<file path="config.mk">
export PLATFORM = sky130hd
export DESIGN_NAME = seq_packet_packer
export DESIGN_NICKNAME = d
export VERILOG_FILES = /design/src/rtl/seq_packet_packer.sv
export SDC_FILE = /design/constraint.sdc
export NUM_CORES = 1
export LEC_CHECK = 0
export ABC_AREA = 1
export CELL_PAD_IN_SITES_DETAIL_PLACEMENT = 0
export CELL_PAD_IN_SITES_GLOBAL_PLACEMENT = 1
export CORE_ASPECT_RATIO = 1.1
export CORE_MARGIN = 2
export CORE_UTILIZATION = 40
export DETAILED_ROUTE_END_ITERATION = 6
export HOLD_SLACK_MARGIN = 0.08
export PLACE_DENSITY_LB_ADDON = 0.1
export SYNTH_ARGS = -nofsm -noshare
export SYNTH_HDL_FRONTEND = slang
export SYNTH_SLANG_ARGS = --single-unit
</file>
<file path="constraint.sdc">
create_clock -name clk -period 1.97 [get_ports clk]
set_input_delay 0.394 -clock clk [delete_from_list [all_inputs] [get_ports clk]]
set_output_delay 0.394 -clock clk [all_outputs]
set_load 0.02 [all_outputs]
</file>
<file path="src/rtl/seq_packet_packer.sv">
// Packs LZ sequences (ll/ml/offset) from one job into PACKET_SIZE-lane packets.
// Optional idle-flush of partial packets: define SEQ_PACKER_TIMEOUT_EN.
`ifndef SEQ_PACKET_SIZE
`define SEQ_PACKET_SIZE 4
`endif
`ifndef SEQ_LL_BITS
`define SEQ_LL_BITS 16
`endif
`ifndef SEQ_ML_BITS
`define SEQ_ML_BITS 16
`endif
`ifndef SEQ_OFFSET_BITS
`define SEQ_OFFSET_BITS 16
`endif

module seq_packet_packer #(
    parameter int PACKET_SIZE = `SEQ_PACKET_SIZE,
    parameter int LL_BITS     = `SEQ_LL_BITS,
    parameter int ML_BITS     = `SEQ_ML_BITS,
    parameter int OFFSET_BITS = `SEQ_OFFSET_BITS,
    parameter int TIMEOUT     = 64
) (
    input  logic                               clk,
    input  logic                               rst_n,
    input  logic                               seq_i_valid,
    input  logic [LL_BITS-1:0]                 seq_i_ll,
    input  logic [ML_BITS-1:0]                 seq_i_ml,
    input  logic [OFFSET_BITS-1:0]             seq_i_offset,
    input  logic [ML_BITS-1:0]                 seq_i_overlap,
    input  logic                               seq_i_eoj,
    input  logic                               seq_i_delim,
    output logic                               seq_i_ready,
    output logic                               pkt_o_valid,
    output logic [PACKET_SIZE-1:0]             pkt_o_mask,
    output logic [LL_BITS*PACKET_SIZE-1:0]     pkt_o_ll,
    output logic [ML_BITS*PACKET_SIZE-1:0]     pkt_o_ml,
    output logic [OFFSET_BITS*PACKET_SIZE-1:0] pkt_o_offset,
    output logic [ML_BITS-1:0]                 pkt_o_overlap,
    output logic                               pkt_o_eoj,
    output logic                               pkt_o_delim,
    input  logic                               pkt_o_ready
);

    localparam int CW = $clog2(PACKET_SIZE);
    localparam int NW = $clog2(PACKET_SIZE + 1);

    logic [LL_BITS-1:0]     asm_ll  [PACKET_SIZE];
    logic [ML_BITS-1:0]     asm_ml  [PACKET_SIZE];
    logic [OFFSET_BITS-1:0] asm_off [PACKET_SIZE];
    logic [CW-1:0]          cnt;
    logic                   pending;
    logic [NW-1:0]          pend_lanes;
    logic                   pend_eoj;
    logic                   pend_delim;
    logic [ML_BITS-1:0]     pend_overlap;

    logic accept, close, out_free, timeout_hit, load;
    logic [NW-1:0]                      n_lanes;
    logic [PACKET_SIZE-1:0]             bld_mask;
    logic [LL_BITS*PACKET_SIZE-1:0]     bld_ll;
    logic [ML_BITS*PACKET_SIZE-1:0]     bld_ml;
    logic [OFFSET_BITS*PACKET_SIZE-1:0] bld_off;
    logic [ML_BITS-1:0]                 bld_overlap;
    logic                               bld_eoj;
    logic                               bld_delim;

    assign seq_i_ready = ~pending;
    assign accept      = seq_i_valid & ~pending;
    assign close       = accept & ((cnt == CW'(PACKET_SIZE - 1)) | seq_i_eoj | seq_i_delim);
    assign out_free    = ~pkt_o_valid | pkt_o_ready;
    assign load        = out_free & (pending | close | timeout_hit);

`ifdef SEQ_PACKER_TIMEOUT_EN
    logic [7:0] idle_cnt;

    always_ff @(posedge clk or negedge rst_n) begin
        if (!rst_n) begin
            idle_cnt <= '0;
        end else if (accept || cnt == '0) begin
            idle_cnt <= '0;
        end else if (!pending && idle_cnt != 8'(TIMEOUT)) begin
            idle_cnt <= idle_cnt + 8'd1;
        end
    end

    assign timeout_hit = (idle_cnt == 8'(TIMEOUT)) & (cnt != '0) & ~pending & ~accept;
`else
    assign timeout_hit = 1'b0;
`endif

    // Packet image as it would leave the buffer this cycle; the accepted
    // sequence (if any) is merged into lane cnt without waiting for the write.
    always_comb begin
        n_lanes     = NW'(cnt);
        bld_eoj     = 1'b0;
        bld_delim   = 1'b0;
        bld_overlap = '0;
        bld_mask    = '0;
        bld_ll      = '0;
        bld_ml      = '0;
        bld_off     = '0;
        if (pending) begin
            n_lanes     = pend_lanes;
            bld_eoj     = pend_eoj;
            bld_delim   = pend_delim;
            bld_overlap = pend_overlap;
        end else if (accept) begin
            n_lanes = NW'(cnt) + NW'(1);
            if (close) begin
                bld_eoj     = seq_i_eoj;
                bld_delim   = seq_i_delim;
                bld_overlap = seq_i_eoj ? seq_i_overlap : '0;
            end
        end
        for (int i = 0; i < PACKET_SIZE; i++) begin
            if (i < int'(n_lanes)) begin
                bld_mask[i] = 1'b1;
                if (accept && i == int'(cnt)) begin
                    bld_ll[i*LL_BITS +: LL_BITS]         = seq_i_ll;
                    bld_ml[i*ML_BITS +: ML_BITS]         = seq_i_ml;
                    bld_off[i*OFFSET_BITS +: OFFSET_BITS] = seq_i_offset;
                end else begin
                    bld_ll[i*LL_BITS +: LL_BITS]         = asm_ll[i];
                    bld_ml[i*ML_BITS +: ML_BITS]         = asm_ml[i];
                    bld_off[i*OFFSET_BITS +: OFFSET_BITS] = asm_off[i];
                end
            end
        end
    end

    always_ff @(posedge clk or negedge rst_n) begin
        if (!rst_n) begin
            for (int i = 0; i < PACKET_SIZE; i++) begin
                asm_ll[i]  <= '0;
                asm_ml[i]  <= '0;
                asm_off[i] <= '0;
            end
        end else if (accept) begin
            asm_ll[cnt]  <= seq_i_ll;
            asm_ml[cnt]  <= seq_i_ml;
            asm_off[cnt] <= seq_i_offset;
        end
    end

    always_ff @(posedge clk or negedge rst_n) begin
        if (!rst_n) begin
            cnt          <= '0;
            pending      <= 1'b0;
            pend_lanes   <= '0;
            pend_eoj     <= 1'b0;
            pend_delim   <= 1'b0;
            pend_overlap <= '0;
        end else if (pending) begin
            if (out_free) begin
                pending <= 1'b0;
                cnt     <= '0;
            end
        end else if (close || timeout_hit) begin
            if (out_free) begin
                cnt <= '0;
            end else begin
                // Closing sequence is already in lane cnt; cnt stays until the move.
                pending      <= 1'b1;
                pend_lanes   <= n_lanes;
                pend_eoj     <= bld_eoj;
                pend_delim   <= bld_delim;
                pend_overlap <= bld_overlap;
            end
        end else if (accept) begin
            cnt <= cnt + CW'(1);
        end
    end

    always_ff @(posedge clk or negedge rst_n) begin
        if (!rst_n) begin
            pkt_o_valid   <= 1'b0;
            pkt_o_mask    <= '0;
            pkt_o_ll      <= '0;
            pkt_o_ml      <= '0;
            pkt_o_offset  <= '0;
            pkt_o_overlap <= '0;
            pkt_o_eoj     <= 1'b0;
            pkt_o_delim   <= 1'b0;
        end else if (load) begin
            pkt_o_valid   <= 1'b1;
            pkt_o_mask    <= bld_mask;
            pkt_o_ll      <= bld_ll;
            pkt_o_ml      <= bld_ml;
            pkt_o_offset  <= bld_off;
            pkt_o_overlap <= bld_overlap;
            pkt_o_eoj     <= bld_eoj;
            pkt_o_delim   <= bld_delim;
        end else if (pkt_o_ready) begin
            pkt_o_valid <= 1'b0;
        end
    end

endmodule

</file>
# ---- Word level (Yosys, flattened, before mapping)
# Index checks and enable logic that the tools add are counted.
dict set report word_totals {
  out_inout_bits 216
  ramBits 0
  register_bits 431
  latch_bits 0
  mem_bits_ro 0
  mem_count 0
  inputBits 70
  word_cells 112
}
dict set report op_classes {
  bitwise_logic 11
  div 0
  addsub 2
  n_lt_le_gt_ge 6
  n_reduce_logical 9
  n_eq_ne 4
  n_mul 0
  shifts 0
  n_mux 54
}
# cell count
set op_table {}
lappend op_table {{$mux 16} 29}
lappend op_table {{$bwmux 64} 3}
lappend op_table {{$demux 16 s2} 1}
lappend op_table {{$mux 1} 15}
lappend op_table {{$mux 2} 4}
lappend op_table {{$lt 1x3->1 const A} 2}
lappend op_table {{$lt 2x3->1 const A} 2}
lappend op_table {{$mux 3} 2}
lappend op_table {{$logic_and 1x1->1} 5}
lappend op_table {{$eq 2x2->1 const A} 2}
lappend op_table {{$or 1x1->1} 4}
lappend op_table {{$add 2x1->3 const B} 1}
lappend op_table {{$and 1x1->1} 3}
lappend op_table {{$ge 3x3->1 const B} 1}
lappend op_table {{$lt 3x1->1 const B} 1}
lappend op_table {{$not 1->1} 3}
lappend op_table {{$not 2->3} 1}
lappend op_table {{$reduce_and 3->1} 1}
lappend op_table {{$reduce_bool 3->1} 1}
lappend op_table {{$add 2x1->2 const B} 1}
lappend op_table {{$eq 1x2->1 const A} 1}
lappend op_table {{$eq 2x2->1 const B} 1}
lappend op_table {{$logic_not 2->1} 1}
lappend op_table {{$reduce_bool 2->1} 1}

# ---- Longest topological paths before layout
dict set report depth {
  ltp_word 7
  depth_mapped 12
}

# ---- Least setup slack after synthesis
# OpenSTA, ideal clock, no wires.
dict set report synth_timing {
  path_kind {reg-to-reg}
  from {reg cnt[0]}
  to {reg pkt_o_ll[0]}
  t_arrival_ns 1.635
  stages_incl_launch_ff 11
  setup_time_ns 0.118
  synth_period_minus_slack_ns 1.753
  slack_ns 0.217
  path_buffers 2
  path_cell_list {dfrtp_1 > inv_1 > ha_1 > nand3_1 > nand3_1 > nor2_2 > nand2_1 > buf_2 > buf_2 > nand3_1 > nand2_1}
}
dict set report synth_between {
  elab_chain_cells 6
  word_cells_on_any_way 14
  cone_classes {add/sub: 1; order compare: 1; eq/ne: 1; mux: 4; bitwise: 5; reduce/logical: 2}
}
# element line
set synth_lines {}
lappend synth_lines {{from (decl)} 50} ;# logic [CW-1:0] cnt;
lappend synth_lines {{from (signal assigned)} 170} ;# cnt <= cnt + CW'(1);
lappend synth_lines {{branches (longest 6 deep; another with $add 2x1->3)} -}
lappend synth_lines {{to (signal assigned)} 187} ;# pkt_o_ll <= bld_ll;
lappend synth_lines {{to (decl)} 35} ;# output logic [LL_BITS*PACKET_SIZE-1:0] pkt_o_ll,
# Parallel ways; which one is timed is not known.
# A chain may end at the register's enable or synchronous reset.

# ---- Final worst setup path
dict set report layout_timing {
  from {reg pkt_o_offset[27]}
  to {out pkt_o_offset[27]}
}
# element line
set layout_rtl {}
lappend layout_rtl {{from (decl)} 37} ;# output logic [OFFSET_BITS*PACKET_SIZE-1:0] pkt_o_offset,
lappend layout_rtl {{from (signal assigned)} 189} ;# pkt_o_offset <= bld_off;
# No word-level cell between the ends.

==> metrics.txt <==
CTS tree=built; H-tree Lvls=2; clk buf depth=3; Cell Chain, Critical Path=clkdlybuf4s50_1; Fillers=3793; Total Power=32.5 mW; # IOs=286; Min-Delay Path Class=in2async; area share of the largest cell type after synthesis=65.1%; top cells by area, synth=dfrtp_1 (65%), nand2_1 (16%), o21ai_0 (8.5%); Via density=4.73; P_leak=12.4 nW; Synth Register Bits=431; Final WS setup=0.0399 ns; Critical Path End=pkt_o_offset[27]; vias=12.9k; clock slew at reported path FFs=0.06 ns; number of buffer and inverter stages on the critical path=1; f_max=0.518 GHz; DRC viols=0; Final setup viols=0; Avg Inst Size Synth=9.19 sq um; Logic pwr share=32.8%; ANT cells=0; RR Startpoint=cnt[0]$_DFFE_PN0P_; status=finished clean; reg2reg path depth=11; pin count of the biggest net entering global routing=70; crit path from=pkt_o_offset[27]$_DFFE_PN0P_; clock power share=26.3%; met3 WL=2090 um; Critical R2R Capture=pkt_o_ml[40]$_DFFE_PN0P_; pre-CTS setup slack=-0.265 ns; flop2flop setup slack=0.11 ns; crit-path max FO=2; drt pass-1 iters=5; Skew-Pair Late Insertion Delay=0.55 ns; vias in the first global route=12.8k; Post-DP HPWL=29300 um; CP delay by family, top=buffers and inverters; Metal-1 WL=21400 um; Min Hold Slack=0.398 ns; Crit Path Category=reg2out; crit path DAT=1.54 ns; IO Port Bufs=285; initial antenna violation count=0; remaining antenna violation count=0; clock sink total=431; NetSw=11.1 mW; Die Width=198 um; P&R area growth vs syn=36.5%; P per Cell Area=1440 mW/mm^2; Core Area=0.0411 sq mm; Yosys warning count=0; Starting DRT DRC Count=671; overall die area=0.0430 sq mm; first-pass GRT wire length=72300 um; internal power consumption=21.4 mW; switching share of power=34.3%; area leader, netlist=dfrtp_1; gr ovfl total=0; Routed met2 length=21500 um; root buffer cell=clkbuf_16; num rows=78; worst stage delay on the critical path=0.62 ns; Die H=217 um; drt wl/cell=16.9 um; startpoint types=flip-flop; max-cap viol count=0; stages on the worst setup path=1; clock skew=0.0159 ns; Util after Layout=55.0%; Reg power frac=41.0%; DRT Wirelength=46000 um; Syn Inst Count=1801; CP endpoint kind=output pin; Pins Over Slew Limit=0; Initial Utilization=40.3%; fin nets=2203; crit path time final=1.93 ns; uppermost routed layer=met4; area of the mapped netlist=0.0166 sq mm; RD Place Congestion=0.773; share of cells above drive strength 1=8.96%; Rel. slew slack=65.1%; final setup TNS=0 ns; Critical Path RT=1.58 ns; final hold violation count=0; Critical-path top delay cell=clkdlybuf4s50_1; sequential area share after synthesis=65.1%; Cell variety after synth=20; worst vdd ir=761 uV; worst-margin pin slew=0.524 ns; final worst path period share=98.0%; Mapped Nets=1875; TritonCTS buffer count=44; Total GRT Usage=21.3%
-- what timing repair did --
| action | CTS | global route |
|---|---|---|
| setup buffers | 0 | 7 |
| gates resized for setup | 77 | 65 |
| pin swaps | 0 | 3 |
| cloned | 0 | 8 |
| hold endpoints to repair | 37 | 0 |
| endpoints found under the setup margin | 79 | 238 |
| hold buffers | 1 | 0 |
-- state kept, by name, indices dropped and copies added (netlist names), 16 cells and up --
register,flops
asm_ll,64
asm_ml,64
asm_off,64
pkt_o_ll,64
pkt_o_ml,64
pkt_o_offset,64
pend_overlap,16
pkt_o_overlap,16
-- logic make-up (layout without fill, tap and decap cells) --
| family | Yosys count | count (layout) | share of synthesized area [%] |
|---|---|---|---|
| AO/OA/AOI/OAI | 285 | 285 | 8.68 |
| adder cells (fa/ha/maj) | 4 | 4 | 0.302 |
| buffers and inverters | 278 | 642 | 6.80 |
| flip-flops | 431 | 431 | 65.1 |
| AND/OR/NAND/NOR | 803 | 803 | 19.1 |
-- stage by stage --
stage               instances  cell area [sq um]
global placement         2627              20700
floorplan                1801              16600
detailed placement       2627              20700
CTS                      2710              22100
finish                   2725              22600
global route             2725              22600
-- power groups by stage --
stage	sequential (mW)	combinational, mW	clock, mW
2_1_floorplan	14.6	4.26	0
3_3_place_gp	13.5	10.6	0
3_5_place_dp	13.5	10.8	0
4_1_cts	13.4	10.6	8.78
5_1_grt	13.6	11.9	9.18
6_report	13.3	10.7	8.54
-- worst min path at each step --
stage                                        end  cells past startpoint   from  slack (ns)
after global routing      asm_ml[13]$_DFFE_PN0P_                      2  rst_n        0.41
after detailed placement  asm_ml[13]$_DFFE_PN0P_                      1  rst_n        0.39
final                     asm_ml[13]$_DFFE_PN0P_                      2  rst_n        0.40
after floorplan            asm_ll[0]$_DFFE_PN0P_                      0  rst_n         0.1
after CTS                 asm_ml[13]$_DFFE_PN0P_                      2  rst_n        0.39
after global placement    asm_ml[13]$_DFFE_PN0P_                      1  rst_n        0.38
-- layout make-up --
cell class              count  area [sq um]  area share (%)
flip-flops and latches    431         10800            47.7
inverters                 175           664            2.94
clock buffers              69          1390            6.13
multi-input cells        1092          4720            20.9
repair buffers            385          4220            18.7
well taps                 560           701            3.10
clock inverters            13           123           0.542
-- cells in the mapped netlist --
cell	count
a21boi_1	1
buf_1	7
buf_2	44
buf_4	7
clkbuf_1	44
clkbuf_2	1
dfrtp_1	431
ha_1	4
inv_1	173
inv_2	2
nand2_1	696
nand2_2	1
nand3_1	99
nor2_1	4
nor2_2	1
nor2_4	2
o211ai_1	1
o21a_1	1
o21ai_0	280
o22ai_1	2
-- placed cells by master, fill, tap and decap left out, drive strengths merged, types with 7 or more instances in the layout --
master	netlist	routed
buf	58	92
nor2	7	7
dfrtp	431	431
nand3	99	99
o21ai	280	280
clkbuf	45	78
dlygate4sd2	0	74
nand2	697	697
clkinv	0	9
dlymetal6s2s	0	47
clkdlybuf4s50	0	162
inv	175	177
-- routing by layer --
layer,up-vias,GRT usage (%)
li1,6278,-
met1,6267,30.2
met2,280,34.4
met3,54,3.56
met4,0,5.41
met5,-,0
(Power assumes the default switching activity.)
